<file path="config.mk">
export PLATFORM = sky130hd
export DESIGN_NAME = airi5c_fpu_result_collector
export DESIGN_NICKNAME = d
export VERILOG_FILES = /design/src/rtl/airi5c_fpu_result_collector_pkg.sv /design/src/rtl/airi5c_onehot_mux.sv /design/src/rtl/airi5c_fpu_result_collector.sv
export SDC_FILE = /design/constraint.sdc
export NUM_CORES = 1
export LEC_CHECK = 0
export ABC_CLOCK_PERIOD_IN_PS = 2270
export CORE_MARGIN = 4
export CORE_UTILIZATION = 36
export DETAILED_ROUTE_END_ITERATION = 8
export GPL_ROUTABILITY_DRIVEN = 1
export PLACE_DENSITY = 0.77
export SYNTH_ARGS = -nofsm -noshare
export SYNTH_HDL_FRONTEND = slang
export SYNTH_SLANG_ARGS = --single-unit
</file>
<file path="constraint.sdc">
create_clock -name clk -period 2.27 [get_ports clk]
set_input_delay 0.454 -clock clk [delete_from_list [all_inputs] [get_ports clk]]
set_output_delay 0.454 -clock clk [all_outputs]
set_load 0.1 [all_outputs]
</file>
<file path="src/rtl/airi5c_fpu_result_collector_pkg.sv">
// Shared FPU definitions for the result collector slice.
//   - Indices of the attached FPU units, as positions in the unit vectors.
//   - Bit positions in the 5-bit exception flag vector {NV,DZ,OF,UF,NX}.
//   - State encoding of the result collector FSM.
package airi5c_fpu_result_collector_pkg;

    localparam int unsigned RESULT_W = 32;
    localparam int unsigned FLAG_W   = 5;

    // Position of each unit in unit_sel / unit_ready / unit_result / unit_flags
    localparam int unsigned UNIT_ITOF   = 0;
    localparam int unsigned UNIT_FTOI   = 1;
    localparam int unsigned UNIT_ADDSUB = 2;
    localparam int unsigned UNIT_MULDIV = 3;

    // Exception flag bit positions
    localparam int unsigned FLAG_NV = 4;
    localparam int unsigned FLAG_DZ = 3;
    localparam int unsigned FLAG_OF = 2;
    localparam int unsigned FLAG_UF = 1;
    localparam int unsigned FLAG_NX = 0;

    typedef enum logic [1:0] {
        IDLE = 2'd0,
        WAIT = 2'd1,
        HOLD = 2'd2
    } state_t;

endpackage

</file>
<file path="src/rtl/airi5c_onehot_mux.sv">
// One-hot selection of a result word and its exception flags from the
// concatenated per-unit vectors.
// Ports:
//   sel      in  N_UNITS          one-hot unit select (all-zero selects 0)
//   results  in  32*N_UNITS       unit i at [32i+31:32i]
//   flags    in  5*N_UNITS        unit i at [5i+4:5i]
//   result   out 32               selected result
//   flag     out 5                selected flags
module airi5c_onehot_mux
    import airi5c_fpu_result_collector_pkg::*;
#(
    parameter int N_UNITS = 4
) (
    input  logic [N_UNITS-1:0]          sel,
    input  logic [RESULT_W*N_UNITS-1:0] results,
    input  logic [FLAG_W*N_UNITS-1:0]   flags,
    output logic [RESULT_W-1:0]         result,
    output logic [FLAG_W-1:0]           flag
);

    // AND-OR structure: with a one-hot select no priority chain is needed.
    always_comb begin
        // NOTE: every always_comb output gets a default first so no path
        // leaves it unassigned, which would infer a latch.
        result = '0;
        flag   = '0;
        for (int i = 0; i < N_UNITS; i++) begin
            result = result | ({RESULT_W{sel[i]}} & results[RESULT_W*i +: RESULT_W]);
            flag   = flag   | ({FLAG_W{sel[i]}}   & flags[FLAG_W*i +: FLAG_W]);
        end
    end

endmodule

</file>
<file path="src/rtl/airi5c_fpu_result_collector.sv">
// Tracks one outstanding FPU operation, captures the result/flags of the
// issued unit when it pulses ready, and holds the result until the core
// acknowledges it. Also keeps the sticky fflags register and a watchdog
// that aborts an operation whose unit never responds.
// Ports:
//   clk, n_reset       clock, asynchronous active-low reset
//   kill               flush the current operation (highest priority)
//   load, unit_sel     new operation and its one-hot target unit
//   unit_ready         per-unit one-cycle ready pulses
//   unit_result        per-unit 32-bit results, unit i at [32i+31:32i]
//   unit_flags         per-unit flags {NV,DZ,OF,UF,NX}, unit i at [5i+4:5i]
//   ack                core consumes the held result
//   fflags_we/_wdata   CSR write to fflags
//   result             held result (0 after a watchdog abort)
//   result_valid       result holds a valid value
//   busy               operation in flight or result not yet consumed
//   fflags             sticky accumulated flags
//   timeout_err        one-cycle pulse on watchdog abort
module airi5c_fpu_result_collector
    import airi5c_fpu_result_collector_pkg::*;
#(
    parameter int N_UNITS = 4,
    parameter int TIMEOUT = 64   // 2..255
) (
    input  logic                        clk,
    input  logic                        n_reset,
    input  logic                        kill,
    input  logic                        load,
    input  logic [N_UNITS-1:0]          unit_sel,
    input  logic [N_UNITS-1:0]          unit_ready,
    input  logic [RESULT_W*N_UNITS-1:0] unit_result,
    input  logic [FLAG_W*N_UNITS-1:0]   unit_flags,
    input  logic                        ack,
    input  logic                        fflags_we,
    input  logic [FLAG_W-1:0]           fflags_wdata,
    output logic [RESULT_W-1:0]         result,
    output logic                        result_valid,
    output logic                        busy,
    output logic [FLAG_W-1:0]           fflags,
    output logic                        timeout_err
);

    localparam logic [7:0] LAST_COUNT = 8'(TIMEOUT - 1);

    state_t               state, state_next;
    logic [N_UNITS-1:0]   sel_reg, sel_next;
    logic [7:0]           counter, counter_next;
    logic [RESULT_W-1:0]  result_next;
    logic                 valid_next, busy_next, timeout_next;
    logic [FLAG_W-1:0]    fflags_next, captured_flags;

    logic [N_UNITS-1:0]   lowest_sel;
    logic                 new_op, ready_hit;
    logic [RESULT_W-1:0]  mux_result;
    logic [FLAG_W-1:0]    mux_flags;

    // Two's-complement trick isolates the lowest set bit of unit_sel, so a
    // malformed multi-hot select still targets exactly one unit.
    assign lowest_sel = unit_sel & (~unit_sel + {{(N_UNITS-1){1'b0}}, 1'b1});
    assign new_op     = load && (unit_sel != '0);
    assign ready_hit  = (unit_ready & sel_reg) != '0;

    airi5c_onehot_mux #(.N_UNITS(N_UNITS)) u_mux (
        .sel     (sel_reg),
        .results (unit_result),
        .flags   (unit_flags),
        .result  (mux_result),
        .flag    (mux_flags)
    );

    always_comb begin
        state_next     = state;
        sel_next       = sel_reg;
        counter_next   = counter;
        result_next    = result;
        valid_next     = result_valid;
        timeout_next   = 1'b0;
        captured_flags = '0;

        if (kill) begin
            // A coincident ready is dropped: captured_flags stays zero.
            state_next   = IDLE;
            valid_next   = 1'b0;
            counter_next = '0;
        end else begin
            unique case (state)
                IDLE: begin
                    if (new_op) begin
                        state_next   = WAIT;
                        sel_next     = lowest_sel;
                        counter_next = '0;
                    end
                end
                WAIT: begin
                    counter_next = counter + 8'd1;
                    if (ready_hit) begin
                        result_next    = mux_result;
                        captured_flags = mux_flags;
                        valid_next     = 1'b1;
                        state_next     = HOLD;
                    end else if (counter == LAST_COUNT) begin
                        result_next  = '0;
                        valid_next   = 1'b1;
                        timeout_next = 1'b1;
                        state_next   = HOLD;
                    end
                end
                HOLD: begin
                    if (ack) begin
                        valid_next = 1'b0;
                        if (new_op) begin
                            state_next   = WAIT;
                            sel_next     = lowest_sel;
                            counter_next = '0;
                        end else begin
                            state_next = IDLE;
                        end
                    end
                end
                default: state_next = IDLE;
            endcase
        end

        // A CSR write merges with flags captured in the same cycle.
        fflags_next = (fflags_we ? fflags_wdata : fflags) | captured_flags;
        busy_next   = (state_next != IDLE);
    end

    always_ff @(posedge clk or negedge n_reset) begin
        if (!n_reset) begin
            state        <= IDLE;
            sel_reg      <= '0;
            counter      <= '0;
            result       <= '0;
            result_valid <= 1'b0;
            busy         <= 1'b0;
            fflags       <= '0;
            timeout_err  <= 1'b0;
        end else begin
            // NOTE: non-blocking assignments make every register update from
            // the pre-edge values, independent of statement order.
            state        <= state_next;
            sel_reg      <= sel_next;
            counter      <= counter_next;
            result       <= result_next;
            result_valid <= valid_next;
            busy         <= busy_next;
            fflags       <= fflags_next;
            timeout_err  <= timeout_next;
        end
    end

endmodule

</file>
# Word-level counts from Yosys, hierarchy flattened
# Cells that the tools add are included.
[word_totals]
register_bits = 54
elab_cells = 77
in_bits = 167
output_inout_bits = 40
[classes]
mux = 29
n_reduce_logical = 13
bitwise = 19
eq_ne = 6
add_sub_neg = 2
[ops]
columns = ["operator", "n"]
rows = [
  ["$and A32 B32 Y32", 4],
  ["$or A32 B32 Y32", 3],
  ["$mux W32", 2],
  ["$mux W8", 3],
  ["$pmux W8 S3", 1],
  ["$and A5 B5 Y5", 4],
  ["$mux W5", 4],
  ["$or A5 B5 Y5", 4],
  ["$reduce_bool A4 Y1", 3],
  ["$mux W2", 5],
  ["$mux W1", 9],
  ["$reduce_and A3 Y1", 3],
  ["$add A8 B1 Y8 const B", 1],
  ["$and A4 B4 Y4", 2],
  ["$eq A8 B6 Y1 const B", 1],
  ["$mux W4", 2],
  ["$pmux W4 S2", 1],
  ["$pmux W2 S3", 1],
  ["$reduce_bool A2 Y1", 3],
  ["$add A4 B1 Y4 const B", 1],
  ["$ne A4 B4 Y1 const B", 1],
  ["$not A4 Y4", 1],
  ["$ne A3 B3 Y1 const B", 1],
  ["$reduce_bool A3 Y1", 1],
  ["8 further kinds", 8],
]

# Depth between registers and ports, before layout
[depth]
word_depth = 8
depth_mapped = 8
ltp_nobuf = 7

# Cells and area by module
# Synthesis repeated with hierarchy kept, for this count alone.
[hier_totals]
cells_unflattened = 317
area_unflattened_um2 = 3439.5
[modules_own_cells]
columns = ["mod", "cells_each", "seq_area_each_um2", "instances", "area_each_um2"]
rows = [
  ["airi5c_fpu_result_collector", 190, 1351.3, 1, 2329.7],
  ["airi5c_onehot_mux", 127, 0.0, 1, 1109.8],
]

# Worst setup path before layout
# Ideal clock, no wire load.
[synth_path]
path_kind = "register to register"
startpoint = "register counter[0]"
endpoint = "register result[10]"
t_required_ns = 2.138
arrival_ns = 1.683
setup_ns = 0.132
path_slack_ns = 0.455
path_buffers = 2
path_stages_with_launch = 9
synth_period_minus_slack_ns = 1.815
path_cell_list = "dfrtp_1 -> ha_1 -> nand4_1 -> or4_1 -> buf_2 -> a21o_4 -> buf_6 -> nand2_1 -> o21ai_1"
[synth_via]
elab_chain_len = 3
[synth_rtl]
columns = ["element", "line", "rtl"]
rows = [
  ["start: declaration", "airi5c_fpu_result_collector.sv:47", "logic [7:0] counter, counter_next;"],
  ["start signal: assignment", "airi5c_fpu_result_collector.sv:144", "counter <= counter_next;"],
  ["$eq A8 B6 Y1", "airi5c_fpu_result_collector.sv:101", "end else if (counter == LAST_COUNT) begin"],
  ["$reduce_bool A2 Y1 (no line)", "-", ""],
  ["$reduce_and A3 Y1 (no line)", "-", ""],
  ["end signal: assignment", "airi5c_fpu_result_collector.sv:145", "result <= result_next;"],
  ["end: declaration", "airi5c_fpu_result_collector.sv:36", "output logic [RESULT_W-1:0] result,"],
]
# Every way passes these cells.
# A chain may end at the register's enable or synchronous reset.

# Worst setup path after layout
[layout_path]
startpoint = "register counter[0]"
endpoint = "register result[29]"
# Same word-level chain as after synthesis.

==> flow_summary.rst <==
.. list-table::
   :header-rows: 1

   * - Metric
     - Value
   * - DIE AREA
     - 10,100 µm²
   * - Overall routing resource usage
     - 0.211
   * - Mapped Area
     - slightly above 3000 µm²
   * - Yosys warnings
     - 0
   * - Row Count
     - 33
   * - Buffer cell driving the clock tree root
     - clkbuf_8
   * - Internal Power
     - about 0.0025 W
   * - Required @ worst endpoint
     - around 2500 ps
   * - Most area-hungry cell type in the Yosys netlist
     - dfrtp_1
   * - Die span in x
     - about 100 µm
   * - Fraction of synthesized cell area taken by the top area cell type
     - 0.439
   * - Top library cells by usage in the layout, fill and taps aside
     - clkdlybuf4s50_1 (165), dfrtp_1 (54), buf_4 (49)
   * - Worst slew margin
     - 0.621
   * - Residual DRC
     - 0
   * - Minimum clock period after layout
     - 2040 ps
   * - Height of the die
     - between 100 and 150 µm
   * - Latest clock arrival within the worst-skew pair
     - roughly 310 ps
   * - Final total negative setup slack
     - 0 ps
   * - Hold Buf Count CTS
     - 0
   * - Primary flip-flop cell chosen by synthesis mapping
     - dfrtp_1
   * - Worst ir drop on vdd
     - 752 µV
   * - Sum of net half-perimeters after detailed placement
     - about 8500 µm
   * - Number of standard cells in the final layout excluding fillers
     - 625
   * - Switching Fraction
     - 0.563
   * - Count of flip-flops with a built-in enable after synthesis
     - 0
   * - Registers with the most flip-flops
     - result (32), counter (8), fflags (5)
   * - Share of final-layout standard cells stronger than drive strength 1
     - 0.131
   * - Async SR Flop Fraction
     - 1.00
   * - Initial antenna violation count
     - 0
   * - Final-stage net count
     - just under 700
   * - Number of cells after detailed placement
     - 617
   * - Status
     - complete, no violations
   * - Area contributors post-synth
     - dfrtp_1 (44%), a22o_1 (11%), a221oi_1 (11%), o21ai_1 (5.0%), nand2_1 (5.0%)
   * - Crit path DAT
     - 2230 ps
   * - Leakage power
     - 2.21 nW
   * - Power Density
     - 1080 nW/µm²
   * - Critical path launch point type
     - flip-flop
   * - Flip-flop and latch count after synthesis
     - 54
   * - Maximum Capacitance Violations
     - 0
   * - Synth-to-Final Area Change
     - 69.5%
   * - Largest net degree at the start of global routing
     - 39
   * - Worst-path fanout max
     - 32
   * - Max Freq
     - roughly 0.5 GHz
   * - Core box area
     - between 8000 and 9000 µm²
   * - Wire length of the first global-routing pass
     - 17,100 µm
   * - Post-Syn Nets
     - roughly 500
   * - Syn Area/Cell
     - 9.53 µm²
   * - P_sw
     - around 0.0032 W
   * - Number of max-slew violations in the final report
     - 0
   * - Post-Syn Instances
     - 323
   * - Filler Cell Count
     - between 600 and 700
   * - Post-CTS setup repair buffer count
     - 0
   * - Via density per instance
     - about 5.4
   * - Final ANT Viol Nets
     - 0
   * - Synth cell types
     - 40
   * - Slew at the pin with the worst max-slew slack
     - approximately 570 ps
   * - Number of vias in the routed layout
     - ~3,400
   * - Number of hold violations in the final report
     - 0
   * - Post-CTS resize count
     - 0
   * - Total number of clock tree sinks
     - 54
   * - Clock Skews
     - between 15 and 20 ps
   * - CTS H-tree depth
     - 2
   * - Worst hold path type
     - in2async
   * - Power share of the sequential group
     - 0.250
   * - Port Buffer Count
     - about 210
   * - Number of endpoints failing setup at the final stage
     - 0
   * - Register ranked first by flip-flop count
     - result
   * - Comb power frac
     - 0.651
   * - Antenna diode instance count
     - 0
   * - Routability cong.
     - between 0.8 and 0.9
   * - Initial DRT Pass Iterations
     - 4
   * - Number of flip-flops in the largest register
     - 32
   * - Endpoint type of the worst setup path
     - flip-flop
   * - Worst hold slack
     - between 100 and 150 ps
   * - Initial Util
     - 0.373
   * - WS Path Type
     - reg2reg
   * - Clock power frac
     - 0.099
   * - Setup repair after global routing missed its margin
     - no
   * - Remaining global-route overflow
     - 0
   * - CTS clk-pin slew, worst paths
     - around 110 ps
   * - TritonCTS buffer count
     - 5
   * - Commonest non-fill, non-tap cell in the layout
     - clkdlybuf4s50_1
   * - Top Ports
     - slightly above 200
   * - Wire length reported by the detailed router
     - 11,200 µm
   * - Share of the clock period used by the worst path
     - 0.900
   * - Via count of the first global-routing pass
     - about 3,500
   * - Average wire per standard cell
     - ~18 µm
   * - Proportion of synthesized chip area in sequential cells
     - 0.439
   * - Clk buf depth
     - 2
   * - Clock tree from TritonCTS
     - yes
   * - Number of DRC markers after the initial detailed-route iteration
     - a little under 90
==> synth_stat cells, types with 2 or more instances <==
master,instances
nand3_1,6
mux2_2,2
buf_6,3
buf_1,2
a221oi_1,37
nor3_1,7
nand3b_1,3
o21ai_0,15
nor2_1,11
mux2i_1,7
nand2_1,41
clkbuf_1,19
or2_2,2
nor2b_1,2
ha_1,5
and2_1,2
a22o_1,38
a21oi_1,9
dfrtp_1,54
o21ai_1,31
nand2b_1,2
inv_1,7
==> per-stage QoR <==
| stage | cell area (µm²) | power, W | utilization | setup slack (ps) |
|---|---|---|---|---|
| 3_5_place_dp | 5120 | 0.00510 | 0.621 | 97.7 |
| 3_3_place_gp | 5120 | 0.00505 | 0.621 | 135 |
| 5_1_grt | 5220 | 0.00589 | 0.632 | 138 |
| 6_report | 5220 | 0.00562 | 0.632 | 226 |
| 4_1_cts | 5220 | 0.00567 | 0.632 | 245 |
| 2_1_floorplan | 3080 | 0.00406 | - | 455 |
==> power groups by stage <==
stage | Combinational [W] | Sequential (W) | Clock [W]
after global routing | 0.00382 | 0.00145 | 0.000620
after CTS | 0.00368 | 0.00141 | 0.000576
after detailed placement | 0.00368 | 0.00142 | 0
final | 0.00365 | 0.00140 | 0.000558
after global placement | 0.00364 | 0.00141 | 0
after floorplan | 0.000781 | 0.00328 | 0
==> path summary, 6_finish.rpt <==
check / start / endpoint / slack, ps / depth (start not counted)
worst min-delay path: n_reset / counter[5] / 120 / 1
worst max register to register: counter[0] / result[29] / 230 / 6
max in group asynchronous: n_reset / result[13] / 1580 / 2
worst min register to register: result[26] / result[26] / 500 / 2
worst max-delay path: counter[0] / result[29] / 230 / 6
min in group clk: result[26] / result[26] / 500 / 2
==> worst max-delay path, stage by stage (launching register included) <==
cell     delay [ps]
dfrtp_1         400
ha_1            220
nand4_1         140
or4_1           560
a21o_4          390
nand2_1         120
o21ai_1          70
==> metal layers <==
metal  wire, µm  vias to the layer above  track usage
li1           -                     1631            -
met1       4400                     1599        0.242
met2       5760                      155        0.386
met3        783                       19       0.0512
met4        214                        0       0.0622
met5          0                        -            0
==> cell families (layout without fill, tap and decap cells) <==
| logic type | count (synthesis) | count (layout) | synth area share |
|---|---|---|---|
| compound gates | 140 | 140 | 0.342 |
| flops | 54 | 54 | 0.439 |
| simple gates | 80 | 80 | 0.117 |
| buf+inv | 35 | 232 | 0.0520 |
| mux | 9 | 9 | 0.0301 |
| fa+ha+maj | 5 | 5 | 0.0203 |
==> final cells by class <==
class / count / area (µm²) / area share
multi-input cells: 234 / 1570 / 0.300
inverters: 8 / 30.0 / 0.00575
clock buffers: 5 / 68.8 / 0.0132
flip-flops and latches: 54 / 1350 / 0.259
clock inverters: 3 / 25.0 / 0.00480
well taps: 105 / 131 / 0.0252
repair buffers: 216 / 2040 / 0.392
Power figures use the tool's default switching activity.
